[config.mk]
export PLATFORM = sky130hd
export DESIGN_NAME = qspi_ram_bridge_flat
export DESIGN_NICKNAME = d
export VERILOG_FILES = /design/src/rtl/qspi_pkg.sv /design/src/rtl/qspi_ram_bridge_if.sv /design/src/rtl/qspi_edge_sync.sv /design/src/rtl/qspi_ram_bridge.sv /design/src/flat_wrapper.sv
export SDC_FILE = /design/constraint.sdc
export NUM_CORES = 1
export LEC_CHECK = 0
export ABC_CLOCK_PERIOD_IN_PS = 5600
export BUFFER_PORTS_ARGS = -buffer_cell sky130_fd_sc_hd__buf_2
export CORE_ASPECT_RATIO = 1.5
export CORE_MARGIN = 8
export CORE_UTILIZATION = 60
export CTS_CLUSTER_DIAMETER = 150
export DETAILED_ROUTE_END_ITERATION = 12
export HOLD_SLACK_MARGIN = 0.1
export PLACE_DENSITY = 0.83
export SYNTH_ARGS = -nofsm -noshare
export SYNTH_HDL_FRONTEND = slang
export SYNTH_SLANG_ARGS = --single-unit
[constraint.sdc]
create_clock -name clk -period 5.6 [get_ports clk]
set_input_delay 0.56 -clock clk [delete_from_list [all_inputs] [get_ports clk]]
set_output_delay 0.56 -clock clk [all_outputs]
set_load 0.02 [all_outputs]
[src/rtl/qspi_pkg.sv]
// Shared constants and FSM encoding for the QSPI-to-RAM bridge.
package qspi_pkg;

  localparam logic [7:0] CMD_QWRITE       = 8'h38;
  localparam logic [7:0] CMD_QREAD        = 8'hEB;
  localparam int         RD_DUMMY_DEFAULT = 2;

  typedef enum logic [2:0] {
    IDLE,
    CMD,
    ADDR,
    WDATA,
    DUMMY,
    RDATA,
    IGNORE
  } state_t;

endpackage

[src/rtl/qspi_ram_bridge_if.sv]
// Byte-wide RAM port shared by the bridge (master) and the operand/result RAM (slave).
interface qspi_ram_bridge_if #(
  parameter int addr_width = 8
);
  // Strobe semantics, no backpressure: ram_wen/ram_ren are single-clk strobes qualified by ram_addr
  // in the same clk; ram_rdata is valid the clk after ram_ren. wen and ren are never high together.
  logic [addr_width-1:0] ram_addr;
  logic [7:0]            ram_wdata;
  logic                  ram_wen;
  logic                  ram_ren;
  logic [7:0]            ram_rdata;

  modport master (
    output ram_addr, ram_wdata, ram_wen, ram_ren,
    input  ram_rdata
  );

  modport slave (
    input  ram_addr, ram_wdata, ram_wen, ram_ren,
    output ram_rdata
  );
endinterface

[src/rtl/qspi_edge_sync.sv]
// Two-flop synchronisers for the QSPI pins plus edge detect on synchronised sclk and cs_n.
module qspi_edge_sync (
  input  logic       clk,
  input  logic       rst,
  input  logic       sclk,
  input  logic       cs_n,
  input  logic [3:0] sio,
  output logic       sclk_rise,
  output logic       sclk_fall,
  output logic       cs_rise,
  output logic       cs_fall,
  output logic [3:0] sio_s
);

  logic       sclk_m, sclk_s, sclk_d;
  logic       cs_m, cs_s, cs_d;
  logic [3:0] sio_m;

  // cs_n flops reset low so a host still holding cs_n low after reset cannot look like a fresh fall.
  always_ff @(posedge clk or posedge rst) begin
    if (rst) begin
      sclk_m <= 1'b0;
      sclk_s <= 1'b0;
      sclk_d <= 1'b0;
      cs_m   <= 1'b0;
      cs_s   <= 1'b0;
      cs_d   <= 1'b0;
      sio_m  <= 4'h0;
      sio_s  <= 4'h0;
    end else begin
      sclk_m <= sclk;
      sclk_s <= sclk_m;
      sclk_d <= sclk_s;
      cs_m   <= cs_n;
      cs_s   <= cs_m;
      cs_d   <= cs_s;
      sio_m  <= sio;
      sio_s  <= sio_m;
    end
  end

  assign sclk_rise = sclk_s & ~sclk_d;
  assign sclk_fall = ~sclk_s & sclk_d;
  assign cs_rise   = cs_s & ~cs_d;
  assign cs_fall   = ~cs_s & cs_d;

endmodule

[src/rtl/qspi_ram_bridge.sv]
// Quad-SPI slave that turns host write/read frames into byte accesses on the operand/result RAM.
module qspi_ram_bridge
  import qspi_pkg::*;
#(
  parameter int addr_width = 8,
  parameter int RD_DUMMY   = RD_DUMMY_DEFAULT
) (
  input  logic                clk,
  input  logic                rst,
  input  logic                qspi_sclk,
  input  logic                qspi_cs_n,
  input  logic [3:0]          qspi_sio_in,
  output logic [3:0]          qspi_sio_out,
  output logic                qspi_sio_oe,
  qspi_ram_bridge_if.master   ram,
  output logic                frame_done,
  output state_t              fsm_state
);

  localparam logic [3:0] DUMMY_LAST = 4'(RD_DUMMY - 1);

  logic       sclk_rise, sclk_fall, cs_rise, cs_fall;
  logic [3:0] sio_s;

  qspi_edge_sync u_sync (
    .clk       (clk),
    .rst       (rst),
    .sclk      (qspi_sclk),
    .cs_n      (qspi_cs_n),
    .sio       (qspi_sio_in),
    .sclk_rise (sclk_rise),
    .sclk_fall (sclk_fall),
    .cs_rise   (cs_rise),
    .cs_fall   (cs_fall),
    .sio_s     (sio_s)
  );

  state_t                state_q, state_d;
  logic                  nib_q;
  logic [3:0]            rx_hi_q;
  logic [3:0]            dcnt_q;
  logic                  is_write_q, wrote_q;
  logic [addr_width-1:0] addr_q;
  logic [7:0]            wdata_q, rd_buf_q;
  logic [3:0]            tx_lo_q, sio_out_q;
  logic                  wen_q, ren_q, load_q, oe_q, done_q;
  logic [7:0]            rx_byte;
  logic                  byte_done;

  assign rx_byte   = {rx_hi_q, sio_s};
  assign byte_done = !cs_rise && sclk_rise && nib_q &&
                     (state_q == CMD || state_q == ADDR || state_q == WDATA);

  always_ff @(posedge clk or posedge rst) begin
    if (rst) state_q <= IDLE;
    else     state_q <= state_d;
  end

  always_comb begin
    state_d = state_q;
    if (cs_rise) begin
      state_d = IDLE;
    end else begin
      case (state_q)
        IDLE:  if (cs_fall) state_d = CMD;
        CMD:   if (byte_done)
                 state_d = (rx_byte == CMD_QWRITE || rx_byte == CMD_QREAD) ? ADDR : IGNORE;
        ADDR:  if (byte_done) state_d = is_write_q ? WDATA : DUMMY;
        DUMMY: if (sclk_rise && dcnt_q == DUMMY_LAST) state_d = RDATA;
        default: ;
      endcase
    end
  end

  always_ff @(posedge clk or posedge rst) begin
    if (rst) begin
      nib_q      <= 1'b0;
      rx_hi_q    <= 4'h0;
      dcnt_q     <= 4'h0;
      is_write_q <= 1'b0;
      wrote_q    <= 1'b0;
      addr_q     <= '0;
      wdata_q    <= 8'h00;
      rd_buf_q   <= 8'h00;
      tx_lo_q    <= 4'h0;
      sio_out_q  <= 4'h0;
      wen_q      <= 1'b0;
      ren_q      <= 1'b0;
      load_q     <= 1'b0;
      oe_q       <= 1'b0;
      done_q     <= 1'b0;
    end else begin
      wen_q  <= 1'b0;
      ren_q  <= 1'b0;
      done_q <= 1'b0;
      load_q <= ren_q;
      oe_q   <= (state_d == RDATA);
      // The RAM has captured the address by the end of a strobe clk, so step to the next byte.
      if (wen_q || ren_q) addr_q <= addr_q + 1'b1;
      if (load_q)         rd_buf_q <= ram.ram_rdata;

      if (cs_rise) begin
        done_q  <= wrote_q;
        wrote_q <= 1'b0;
        nib_q   <= 1'b0;
      end else begin
        case (state_q)
          IDLE: begin
            nib_q     <= 1'b0;
            dcnt_q    <= 4'h0;
            wrote_q   <= 1'b0;
            sio_out_q <= 4'h0;
          end
          CMD, ADDR, WDATA: begin
            if (sclk_rise) begin
              if (!nib_q) rx_hi_q <= sio_s;
              nib_q <= ~nib_q;
            end
            if (byte_done) begin
              if (state_q == CMD) begin
                is_write_q <= (rx_byte == CMD_QWRITE);
              end else if (state_q == ADDR) begin
                addr_q <= addr_width'(rx_byte);
                dcnt_q <= 4'h0;
                if (!is_write_q) ren_q <= 1'b1;
              end else begin
                wen_q   <= 1'b1;
                wdata_q <= rx_byte;
                wrote_q <= 1'b1;
              end
            end
          end
          DUMMY: if (sclk_rise) dcnt_q <= dcnt_q + 1'b1;
          RDATA: begin
            // High nibble goes out first; its low half is parked so rd_buf can take the prefetch.
            if (sclk_fall) begin
              if (!nib_q) begin
                sio_out_q <= rd_buf_q[7:4];
                tx_lo_q   <= rd_buf_q[3:0];
                ren_q     <= 1'b1;
              end else begin
                sio_out_q <= tx_lo_q;
              end
              nib_q <= ~nib_q;
            end
          end
          default: ;
        endcase
      end
    end
  end

  assign ram.ram_addr  = addr_q;
  assign ram.ram_wdata = wdata_q;
  assign ram.ram_wen   = wen_q;
  assign ram.ram_ren   = ren_q;
  assign qspi_sio_out  = sio_out_q;
  assign qspi_sio_oe   = oe_q;
  assign frame_done    = done_q;
  assign fsm_state     = state_q;

endmodule
[src/flat_wrapper.sv]
// flat-port wrapper written by rule: the top's interface ports become plain ports
module qspi_ram_bridge_flat import qspi_pkg::*;
#(
  parameter int addr_width = 8,
  parameter int RD_DUMMY   = RD_DUMMY_DEFAULT
)
  (clk, rst, qspi_sclk, qspi_cs_n, qspi_sio_in, qspi_sio_out, qspi_sio_oe, frame_done, fsm_state, ram_ram_addr, ram_ram_wdata, ram_ram_wen, ram_ram_ren, ram_ram_rdata);
  qspi_ram_bridge_if #(.addr_width(addr_width)) ram_i ();
  input  logic clk;
  input  logic rst;
  input  logic qspi_sclk;
  input  logic qspi_cs_n;
  input  logic [3:0] qspi_sio_in;
  output logic [3:0] qspi_sio_out;
  output logic qspi_sio_oe;
  output logic frame_done;
  output state_t fsm_state;
  output wire logic [$bits(ram_i.ram_addr)-1:0] ram_ram_addr;
  output wire logic [$bits(ram_i.ram_wdata)-1:0] ram_ram_wdata;
  output wire logic [$bits(ram_i.ram_wen)-1:0] ram_ram_wen;
  output wire logic [$bits(ram_i.ram_ren)-1:0] ram_ram_ren;
  input wire logic [$bits(ram_i.ram_rdata)-1:0] ram_ram_rdata;
  assign ram_ram_addr = ram_i.ram_addr;
  assign ram_ram_wdata = ram_i.ram_wdata;
  assign ram_ram_wen = ram_i.ram_wen;
  assign ram_ram_ren = ram_i.ram_ren;
  assign ram_i.ram_rdata = ram_ram_rdata;
  qspi_ram_bridge #(.addr_width(addr_width), .RD_DUMMY(RD_DUMMY)) u_core (.clk(clk), .rst(rst), .qspi_sclk(qspi_sclk), .qspi_cs_n(qspi_cs_n), .qspi_sio_in(qspi_sio_in), .qspi_sio_out(qspi_sio_out), .qspi_sio_oe(qspi_sio_oe), .ram(ram_i), .frame_done(frame_done), .fsm_state(fsm_state));
endmodule
==> flow_summary.json <==
{
  "core_area_sq_um": 4690,
  "yosys_warnings": 0,
  "max_cap_viol_count": 0,
  "grt_pass1_vias": 2037,
  "dp.cells": 330,
  "leakage_nw": 1.62,
  "grt_use_met3_pct": 3.69,
  "cts_buffer_depth": 2,
  "endpoint_kind": "flop",
  "final.setup.tns_ns": 0,
  "start_util_pct": 60.9,
  "cts.clk_slew.worst_paths_ns": 0.07,
  "synth_nets": 251,
  "ir_drop_mv": 0.265,
  "clock_sink_count": 65,
  "drt-vias-per-instance": 5.60,
  "synth_commonest_cells": "65 x dfrtp_1, 31 x mux2_2, 23 x nor2_1, 10 x a21oi_1, 9 x nand2_1",
  "post_cts_buffers": 0,
  "route.vias.total": 1939,
  "layout-area-overhead-vs-synth_pct": 15.7,
  "fin_crit_sh_pct": 40.8,
  "grtUsageMet1_pct": 18.0,
  "grt_max_degree": 66,
  "ff2ff_setup_slack_ns": 3.32,
  "drt_wl_total_um": 5580,
  "outcome": "finished, final reports clean",
  "synth_area_leader_cell": "dfrtp_1",
  "syn-mean-instance-area_sq_um": 12.3,
  "diodes": 0,
  "rows": 31,
  "cp-start-kind": "flop",
  "gp_congestion": 0.847,
  "crit_type": "flop to flop",
  "cts_tree": "built",
  "grt_setup_unrepaired": "false",
  "die_area_sq_um": 7270,
  "drtAntennaViolNets": 0,
  "synth_area_leaders": "dfrtp_1 57%, mux2_2 12%, nor2_1 3.0%, mux2i_1 2.1%, a21oi_1 1.8%",
  "num_io_pins": 43,
  "hpwl_um": 3830,
  "skew_ns": 0.00464,
  "cts_root_buf": "clkbuf_8",
  "htreeDepth": 3,
  "holdWs_ns": 0.316,
  "period_needed_ns": 2.28,
  "synth-main-ff-cell": "dfrtp_1",
  "reg2reg_from": "u_core.fsm_state[0]$_DFF_PP0_",
  "yosysMostFrequentCell": "dfrtp_1",
  "hold_depth": 1,
  "netlist_instances": 232,
  "grt_overflow": 0,
  "synth.distinct_cells": 46,
  "drive_above_1_share_pct": 35.7,
  "clkLatencyLatePin_ns": 0.34,
  "tightest_slew_ns": 1.23,
  "arrival_ns": 2.51,
  "min_path_type": "primary input to flop",
  "grt_pass1_wl_um": 9420,
  "synth_edf_count": 0,
  "postLayoutCoreUtil_pct": 70.4,
  "cp_max_fo": 20,
  "synth_area_sq_um": 2860,
  "min_from": "qspi_sio_in[0]",
  "r2r_end": "u_core.qspi_sio_out[2]$_DFFE_PP0P_",
  "busiest_layer": "met2",
  "cts_resized": 0,
  "async_reset_ff_share_pct": 100,
  "drt_iter0_markers": 102,
  "setup_viol": 0,
  "finalHoldViolCount": 0,
  "cts_buffers": 9,
  "antenna_found_initial": 0,
  "nets": 294,
  "whs_endpoint": "u_core.u_sync.sio_m[0]$_DFF_PP0_",
  "final_cells": 346,
  "io_buffer_count": 42,
  "wl_per_cell_um": 16.1,
  "ff2ff_path_depth": 4,
  "die_h_um": 101,
  "slew_headroom_pct": 17.8,
  "drv_slew": 0,
  "postCtsHoldBufs": 0,
  "dr.pass1.iters": 4,
  "dieWidth_um": 72.3,
  "drc": 0,
  "grt_use_met2_pct": 29.3,
  "seq_area_frac_synth_pct": 56.9,
  "crit_required_ns": 5.83,
  "grtUsageTotal_pct": 17.0,
  "synth_top_area_share_pct": 56.9,
  "fmax_mhz": 438,
  "ys_seq_elements": 65,
  "p_per_area_nw_per_um2": 347
}
through the flow:
step	cell area [sq um]	total power [W]	worst slack [ns]
after global routing	3310	0.00120	3.17
after CTS	3310	0.00116	3.35
after global placement	3090	0.000714	3.48
after floorplan	2860	0.000682	3.41
after detailed placement	3090	0.000721	3.36
final	3310	0.00115	3.32
worst max-delay path by stage:
stage,endpoint,slack [ns],cells past startpoint,start
4_1_cts,u_core.qspi_sio_out[2]$_DFFE_PP0P_,3.35,4,u_core.fsm_state[0]$_DFF_PP0_
6_report,u_core.qspi_sio_out[2]$_DFFE_PP0P_,3.32,4,u_core.fsm_state[0]$_DFF_PP0_
2_1_floorplan,u_core.dcnt_q[0]$_DFFE_PP0P_,3.41,1,rst
5_1_grt,u_core.qspi_sio_out[0]$_DFFE_PP0P_,3.17,4,u_core.fsm_state[0]$_DFF_PP0_
3_3_place_gp,u_core.qspi_sio_out[3]$_DFFE_PP0P_,3.48,4,u_core.fsm_state[0]$_DFF_PP0_
3_5_place_dp,u_core.qspi_sio_out[0]$_DFFE_PP0P_,3.36,4,u_core.fsm_state[0]$_DFF_PP0_
critical path, stage by stage, from the launching register on:
cell	delay (ns)
dfrtp_1	0.71
nand3b_1	0.26
mux2_2	0.33
nor3_1	0.45
mux2_2	0.40
cell type report:
type	count	area, sq um
multi-input combinational	151	1140
clock buffer	10	128
clock inverter	6	91.3
sequential	65	1630
fill	346	1390
inverter	5	18.8
timing repair buffer	43	218
tap	66	82.6
kinds of logic after synthesis:
| family | after synthesis | share of synthesized area (%) |
|---|---|---|
| compound gates | 35 | 8.10 |
| buf+inv | 16 | 3.11 |
| simple gates | 70 | 14.4 |
| mux | 37 | 14.3 |
| xor+xnor | 6 | 1.84 |
| flops | 65 | 56.9 |
| fa+ha+maj | 3 | 1.31 |
metal layers:
layer	share of wire [%]	wire, um
met3	4.4	246
met1	39	2160
met2	55	3050
met4	2.3	126
met5	0	0
cell usage in the layout (no fill, tap or decap), types with 2 or more instances in the layout:
| master | n |
|---|---|
| ha_1 | 3 |
| nor2b_1 | 3 |
| nand4_1 | 3 |
| clkinvlp_4 | 3 |
| nand2b_1 | 5 |
| or4_1 | 3 |
| inv_1 | 4 |
| nor3_1 | 3 |
| dfrtp_1 | 65 |
| mux2i_1 | 6 |
| xor2_1 | 5 |
| buf_2 | 42 |
| o22ai_1 | 3 |
| nand2_1 | 9 |
| nor2_1 | 23 |
| a31oi_1 | 4 |
| or3_1 | 3 |
| or4_4 | 2 |
| o31ai_1 | 2 |
| a21oi_1 | 10 |
| mux2_2 | 31 |
| bufinv_16 | 2 |
| o21ai_0 | 5 |
| or2_2 | 2 |
| nor4_1 | 2 |
| a211oi_1 | 2 |
| or3b_2 | 2 |
| nand3_1 | 3 |
| clkbuf_8 | 9 |
where the power goes:
group          total, W  switching, W  internal [W]
clock network  0.000435      0.000183      0.000252
registers      0.000562     0.0000589      0.000504
logic          0.000150     0.0000757     0.0000747
Power figures use the tool's default switching activity.
